<file path="src/rtl/calc_pkg.sv">
// rtl/calc_pkg.sv - shared encodings and default width for the calculator datapath
package calc_pkg;

  // Default operand width; results are twice this width.
  localparam int CALC_W = 8;

  // Operation select encodings shared by the datapath and its control FSM.
  typedef enum logic [1:0] {
    FCT_ADD = 2'b00,
    FCT_SUB = 2'b01,
    FCT_MUL = 2'b10,
    FCT_DIV = 2'b11
  } fct_e;

endpackage

</file>
<file path="src/rtl/calc_div.sv">
// rtl/calc_div.sv - restoring divider, one quotient bit per clock
module calc_div
  import calc_pkg::*;
#(
  parameter int W = CALC_W
) (
  input  logic         clock_i,
  input  logic         reset_i,
  input  logic         start,
  input  logic         abort,
  input  logic [W-1:0] a,
  input  logic [W-1:0] b,
  output logic         busy,
  output logic [W-1:0] quotient,
  output logic [W-1:0] remainder,
  output logic         div0
);

  localparam int CW = $clog2(W) + 1;

  logic [CW-1:0] cnt;
  logic          first;
  logic [W-1:0]  rem_r;
  logic [W-1:0]  quo_r;
  logic [W-1:0]  src_r;
  logic [W-1:0]  src_q;
  logic [W:0]    shifted;
  logic [W-1:0]  nxt_r;
  logic [W-1:0]  nxt_q;
  logic          qbit;

  // One restoring step; the first step seeds from zero and the live dividend
  // so that operands loaded on the start edge are still honoured.
  always_comb begin
    src_r   = first ? '0 : rem_r;
    src_q   = first ? a : quo_r;
    shifted = {src_r, src_q[W-1]};
    qbit    = 1'b0;
    nxt_r   = shifted[W-1:0];
    if (shifted >= {1'b0, b}) begin
      qbit  = 1'b1;
      nxt_r = shifted[W-1:0] - b;
    end
    nxt_q = {src_q[W-2:0], qbit};
  end

  // Iteration control: start/abort override, then W steps while busy.
  always_ff @(posedge clock_i or negedge reset_i) begin
    if (!reset_i) begin
      busy  <= 1'b0;
      first <= 1'b0;
      cnt   <= '0;
      rem_r <= '0;
      quo_r <= '0;
      div0  <= 1'b0;
    end else if (start) begin
      busy  <= 1'b1;
      first <= 1'b1;
      cnt   <= '0;
      div0  <= 1'b0;
    end else if (abort) begin
      busy  <= 1'b0;
      first <= 1'b0;
      div0  <= 1'b0;
    end else if (busy) begin
      rem_r <= nxt_r;
      quo_r <= nxt_q;
      first <= 1'b0;
      cnt   <= cnt + CW'(1);
      if (first) begin
        div0 <= (b == '0);
      end
      if (cnt == CW'(W - 1)) begin
        busy <= 1'b0;
      end
    end
  end

  assign quotient  = quo_r;
  assign remainder = rem_r;

endmodule

</file>
<file path="src/rtl/calc_datapath.sv">
// rtl/calc_datapath.sv - operand/result register bank with deferred result writes
module calc_datapath
  import calc_pkg::*;
#(
  parameter int W = CALC_W
) (
  input  logic           clock_i,
  input  logic           reset_i,
  input  logic [W-1:0]   a_i,
  input  logic [W-1:0]   b_i,
  input  logic [1:0]     fct_i,
  input  logic           a_we_i,
  input  logic           a_rst_i,
  input  logic           b_we_i,
  input  logic           b_rst_i,
  input  logic           fct_we_i,
  input  logic           fct_rst_i,
  input  logic           res_we_i,
  input  logic           res_rst_i,
  input  logic           rem_we_i,
  input  logic           rem_rst_i,
  input  logic           done_we_i,
  input  logic           done_rst_i,
  output logic [2*W-1:0] res_o,
  output logic [W-1:0]   rem_o,
  output logic           done_o,
  output logic           busy_o,
  output logic           div0_o
);

  logic [W-1:0]   a_q;
  logic [W-1:0]   b_q;
  fct_e           f_q;
  fct_e           op_q;
  logic           load_f;
  logic           start_div;
  logic           abort_div;
  logic           alu_busy;
  logic [2*W-1:0] alu_res;
  logic [2*W-1:0] alu_q;
  logic           div_busy;
  logic [W-1:0]   div_quo;
  logic [W-1:0]   div_rem;
  logic           div_zero;
  logic [2*W-1:0] res_int;
  logic [W-1:0]   rem_int;
  logic           res_pend;
  logic           rem_pend;
  logic           done_pend;

  // A load of F (not masked by its clear) starts or restarts a computation.
  assign load_f    = fct_we_i & fct_rst_i;
  assign start_div = load_f & (fct_i == FCT_DIV);
  assign abort_div = load_f & (fct_i != FCT_DIV);

  assign busy_o = alu_busy | div_busy;
  assign div0_o = div_zero;

  // Operand registers: clear has priority over load.
  always_ff @(posedge clock_i or negedge reset_i) begin
    if (!reset_i) begin
      a_q  <= '0;
      b_q  <= '0;
      f_q  <= FCT_ADD;
      op_q <= FCT_ADD;
    end else begin
      if (!a_rst_i)      a_q <= '0;
      else if (a_we_i)   a_q <= a_i;
      if (!b_rst_i)      b_q <= '0;
      else if (b_we_i)   b_q <= b_i;
      if (!fct_rst_i)    f_q <= FCT_ADD;
      else if (fct_we_i) f_q <= fct_e'(fct_i);
      if (load_f)        op_q <= fct_e'(fct_i);
    end
  end

  // Single-cycle operations on the registered operands.
  always_comb begin
    alu_res = '0;
    case (f_q)
      FCT_ADD: alu_res = {{W{1'b0}}, a_q} + {{W{1'b0}}, b_q};
      FCT_SUB: alu_res = {{W{1'b0}}, a_q} - {{W{1'b0}}, b_q};
      FCT_MUL: alu_res = {{W{1'b0}}, a_q} * {{W{1'b0}}, b_q};
      default: alu_res = '0;
    endcase
  end

  // Single-cycle op tracking: busy for exactly the cycle after the F load.
  always_ff @(posedge clock_i or negedge reset_i) begin
    if (!reset_i) begin
      alu_busy <= 1'b0;
      alu_q    <= '0;
    end else if (load_f) begin
      alu_busy <= (fct_i != FCT_DIV);
    end else if (alu_busy) begin
      alu_q    <= alu_res;
      alu_busy <= 1'b0;
    end
  end

  calc_div #(
    .W (W)
  ) u_div (
    .clock_i   (clock_i),
    .reset_i   (reset_i),
    .start     (start_div),
    .abort     (abort_div),
    .a         (a_q),
    .b         (b_q),
    .busy      (div_busy),
    .quotient  (div_quo),
    .remainder (div_rem),
    .div0      (div_zero)
  );

  // Internal result follows whichever unit ran the most recent operation.
  always_comb begin
    res_int = alu_q;
    rem_int = '0;
    if (op_q == FCT_DIV) begin
      res_int = {{W{1'b0}}, div_quo};
      rem_int = div_rem;
    end
  end

  // Result registers: load when idle, otherwise remember the request until idle.
  always_ff @(posedge clock_i or negedge reset_i) begin
    if (!reset_i) begin
      res_o     <= '0;
      rem_o     <= '0;
      done_o    <= 1'b0;
      res_pend  <= 1'b0;
      rem_pend  <= 1'b0;
      done_pend <= 1'b0;
    end else begin
      if (!res_rst_i) begin
        res_o    <= '0;
        res_pend <= 1'b0;
      end else if (!busy_o) begin
        if (res_we_i || res_pend) res_o <= res_int;
        res_pend <= 1'b0;
      end else if (res_we_i) begin
        res_pend <= 1'b1;
      end

      if (!rem_rst_i) begin
        rem_o    <= '0;
        rem_pend <= 1'b0;
      end else if (!busy_o) begin
        if (rem_we_i || rem_pend) rem_o <= rem_int;
        rem_pend <= 1'b0;
      end else if (rem_we_i) begin
        rem_pend <= 1'b1;
      end

      if (!done_rst_i) begin
        done_o    <= 1'b0;
        done_pend <= 1'b0;
      end else if (!busy_o) begin
        if (done_we_i || done_pend) done_o <= 1'b1;
        done_pend <= 1'b0;
      end else if (done_we_i) begin
        done_pend <= 1'b1;
      end
    end
  end

endmodule

</file>
<file path="config.mk">
export PLATFORM = sky130hd
export DESIGN_NAME = calc_datapath
export DESIGN_NICKNAME = d
export VERILOG_FILES = /design/src/rtl/calc_pkg.sv /design/src/rtl/calc_div.sv /design/src/rtl/calc_datapath.sv
export SDC_FILE = /design/constraint.sdc
export NUM_CORES = 1
export LEC_CHECK = 0
export CAP_MARGIN = 30
export CORE_MARGIN = 1.5
export CORE_UTILIZATION = 55
export DETAILED_ROUTE_END_ITERATION = 7
export GPL_ROUTABILITY_DRIVEN = 1
export PLACE_DENSITY_LB_ADDON = 0.08
export SYNTH_ARGS = -nofsm -noshare
export SYNTH_HDL_FRONTEND = slang
export SYNTH_SLANG_ARGS = --single-unit
</file>
<file path="constraint.sdc">
create_clock -name clock_i -period 10.7 [get_ports clock_i]
set_clock_uncertainty 0.05 [all_clocks]
set_input_delay 2.14 -clock clock_i [delete_from_list [all_inputs] [get_ports clock_i]]
set_output_delay 2.14 -clock clock_i [all_outputs]
set_load 0.03 [all_outputs]
</file>
==> results.toml <==
[setup_path]
critPathCaptureType = "flip-flop"
r2r_cells = 13
slowest_stage = "dfrtp_1"
r2r_setup_slack_ns = 5.86
worst-path-max-fanout = 13
path_cells = "and2_1, fa_1, fa_1, fa_1, inv_1, fa_1, inv_1, ha_1, or4_1, o22a_2, a221oi_2, mux2i_1, o21ai_1"
r2r-start = "a_q[1]"
critPathKind = "reg -> reg"
arrival_ns = 5.00
cpLargestDelayFamily = "adder cells"
cpMostUsedCell = "fa_1"
crit_cells = 13
max_stage_delay_ns = 0.58
r2r-end = "alu_q[14]"
start_kind = "flip-flop"
required_ns = 10.86
critPathBufInv = 2

[timing]
min_period_over_period_pct = 45.2
worstMarginPinSlew_ns = 0.964
grt_setup_unrepaired = "no"
fin_crit_ns = 4.84
setup_tns_ns = 0
fmax_mhz = 207
slew_viol_final = 0
timing.slew.headroom_pct = 35.6
setup_viol = 0
hold_violations = 0

[worst_hold_path]
hold_depth = 2
min_path_type = "reg -> reg"
hold_start = "res_o[3]"
hold_path_end = "res_o[3]"

[finish]
multi_input_area_sq_mm = 0.00429
layout-drive-gt1-share_pct = 3.84
fillers = 1025
diodes = 0
fin_nets = 909
syn2layout_area_growth_pct = 15.3
seq_area_sq_mm = 0.00220

[synthesis]
syn_area_sq_mm = 0.00684
synth_enable_flop_cells = 0
ys_ff_latch = 88
syn_nets = 857
ys.flop_type = "dfrtp_1"
postSynthAreaPerCell_sq_um = 9.43
synthArstFlopShare_pct = 100
synth_cell_type_count = 51
seq_area_frac_synth_pct = 32.2
yosysWarningCount = 0
syn_inst = 725

[clock_network]
post_cts_resized = 0
cts_tree = "yes"
clock-sinks = 88
cts_post_setup_buffers_inserted = 0
cts.clk_slew.worst_paths_ns = 0.07
ctsHoldBuffers = 0
insertion_delay_ns = 0.35
cts_made_buffers = 9
cts.path.max_buffers = 2
cts_max_level = 3
cts_root_buffer = "clkbuf_16"

[detailed_routing]
drtPass1Iterations = 5
drcViolationCount = 0
vias = 5220
routedWlPerCell_um = 16.6
totalWireLength_um = 15700
vias_per_cell = 5.49
ant_nets = 0
drt-initial-drc-count = 278

[die]
die_y_um = 114
rows = 40
die_area_sq_mm = 0.0131
core-area_sq_mm = 0.0121
die_width_um = 114
initial_core_util_pct = 56.7
top_level_ports = 59

[power]
power_frac_comb_pct = 34.1
p_per_area_mw_per_mm2 = 147
clkPwrFrac_pct = 26.6
ir_drop_mv = 0.135
power_frac_seq_pct = 39.2
p_sw_mw = 0.420
p_leak_nw = 3.87
p_int_mw = 0.736
total_power_mw = 1.16
swShare_pct = 36.3

[global_routing]
met2_usage_pct = 42.0
busiest_layer = "met2"
gr-total-overflow = 0
grt_pass1_vias = 5408
grt_use_met1_pct = 37.2
antenna_found_initial = 0
globalRouteTotalUtil_pct = 26.2
grt_use_met3_pct = 3.92
grt_max_degree = 50
grt_pass1_wl_um = 26800

[placement]
dp_hpwl_um = 12300
place_congestion = 0.955
io_buffers = 58

[run_status]
status = "finished clean"

[job]
cap_violations = 0
tightest hold or removal path, cell delays in order, from the launching register on:
cell and delay (ns):
dfrtp_1 0.34, nand2_1 0.04, o21ai_0 0.06
layout make-up:
cell class | count | area share (%)
tap | 168 | 2.67
sequential | 88 | 27.9
inverter | 68 | 3.24
timing repair buffer | 63 | 8.06
clock inverter | 6 | 0.698
multi-input combinational | 547 | 54.4
clock buffer | 10 | 3.03
kinds of logic after synthesis:
kind of cell / share of synthesized area, %
and+or+nand+nor: 17.3
xor gates and xnor gates: 2.18
buffers and inverters: 5.11
DFF: 32.2
adders and majority gates: 22.6
AOI/OAI and AO/OA: 13.5
muxes: 7.08
synthesized netlist by cell type, drive strengths merged, types with 3 or more instances:
cell	count	area share [%]
clkbuf	14	0.77
o21bai	4	0.44
a221o	3	0.44
nor3	8	0.59
xor2	8	1.0
buf	8	0.60
nor3b	5	0.55
a22o	16	2.0
a21o	5	0.55
and3	6	0.55
nand3	9	0.66
a211oi	5	0.55
nor2	47	2.6
mux2	3	0.49
and2	41	3.8
xnor2	9	1.2
inv	68	3.7
mux2i	45	6.6
nand2b	5	0.46
o21ai	50	3.7
a31oi	5	0.46
fa	39	11
nand2	70	3.8
dfrtp	88	32
nand4	3	0.27
nor2b	36	3.3
ha	61	11
a21oi	34	2.5
o21a	5	0.55
routing by layer:
layer | vias to the layer above | part of all wire [%] | wire length [um]
met2 | 129 | 45 | 7140
met1 | 2503 | 49 | 7710
met5 | - | 0 | 0
met3 | 16 | 4.4 | 685
li1 | 2572 | - | -
met4 | 0 | 1.3 | 197
sequential cells by signal, indices dropped and copies added, names as in the netlist:
name	cells
res_pend	1
u_div.remainder	8
res_o	16
done_pend	1
u_div.div0	1
u_div.first	1
f_q	2
a_q	8
alu_q	16
rem_pend	1
u_div.busy	1
done_o	1
u_div.cnt	4
op_q	2
u_div.quotient	8
rem_o	8
b_q	8
alu_busy	1
stage by stage:
stage | util (%) | std cells | hold WS (ns) | cell area (sq um) | setup slack, ns
floorplan | - | 725 | 0.400 | 6840 | 6.18
global placement | 62.6 | 931 | 0.412 | 7550 | 5.98
detailed placement | 62.9 | 933 | 0.420 | 7580 | 5.85
CTS | 65.3 | 949 | 0.436 | 7880 | 5.85
global route | 65.4 | 950 | 0.464 | 7880 | 5.64
finish | 65.4 | 950 | 0.430 | 7880 | 5.86
placed cells by master, fill, tap and decap left out, types with 3 or more instances in the layout:
| cell | count |
|---|---|
| nand4_1 | 3 |
| o21ai_0 | 47 |
| dfrtp_1 | 88 |
| o21ai_1 | 3 |
| buf_4 | 4 |
| a31oi_1 | 5 |
| nand2_1 | 70 |
| mux2_2 | 3 |
| o21a_1 | 5 |
| mux2i_1 | 45 |
| and3_1 | 6 |
| a221o_1 | 3 |
| a22o_1 | 16 |
| nand2b_1 | 5 |
| nor2b_1 | 36 |
| a21o_1 | 5 |
| nand3_1 | 9 |
| o21bai_1 | 4 |
| a21oi_1 | 34 |
| xnor2_1 | 9 |
| nor2_1 | 47 |
| clkdlybuf4s50_1 | 57 |
| nor3b_1 | 5 |
| nor3_1 | 8 |
| fa_1 | 39 |
| ha_1 | 61 |
| xor2_1 | 8 |
| inv_1 | 68 |
| clkbuf_16 | 9 |
| and2_1 | 41 |
| a211oi_1 | 5 |
worst max path at each step:
| stage | startpoint | slack [ns] | endpoint |
|---|---|---|---|
| after floorplan | a_q[1] | 6.18 | alu_q[14] |
| after global placement | a_q[1] | 5.98 | alu_q[14] |
| after detailed placement | a_q[1] | 5.85 | alu_q[14] |
| after CTS | a_q[1] | 5.85 | alu_q[14] |
| after global routing | a_q[1] | 5.64 | alu_q[14] |
| final | a_q[1] | 5.86 | alu_q[14] |
power groups by stage:
| stage | registers (mW) | logic [mW] | clock network (mW) |
|---|---|---|---|
| 6_report | 0.453 | 0.394 | 0.308 |
| 2_1_floorplan | 0.443 | 0.281 | 0 |
| 4_1_cts | 0.451 | 0.393 | 0.313 |
| 3_5_place_dp | 0.457 | 0.389 | 0 |
| 3_3_place_gp | 0.455 | 0.372 | 0 |
| 5_1_grt | 0.461 | 0.444 | 0.326 |
(Power assumes the default switching activity.)
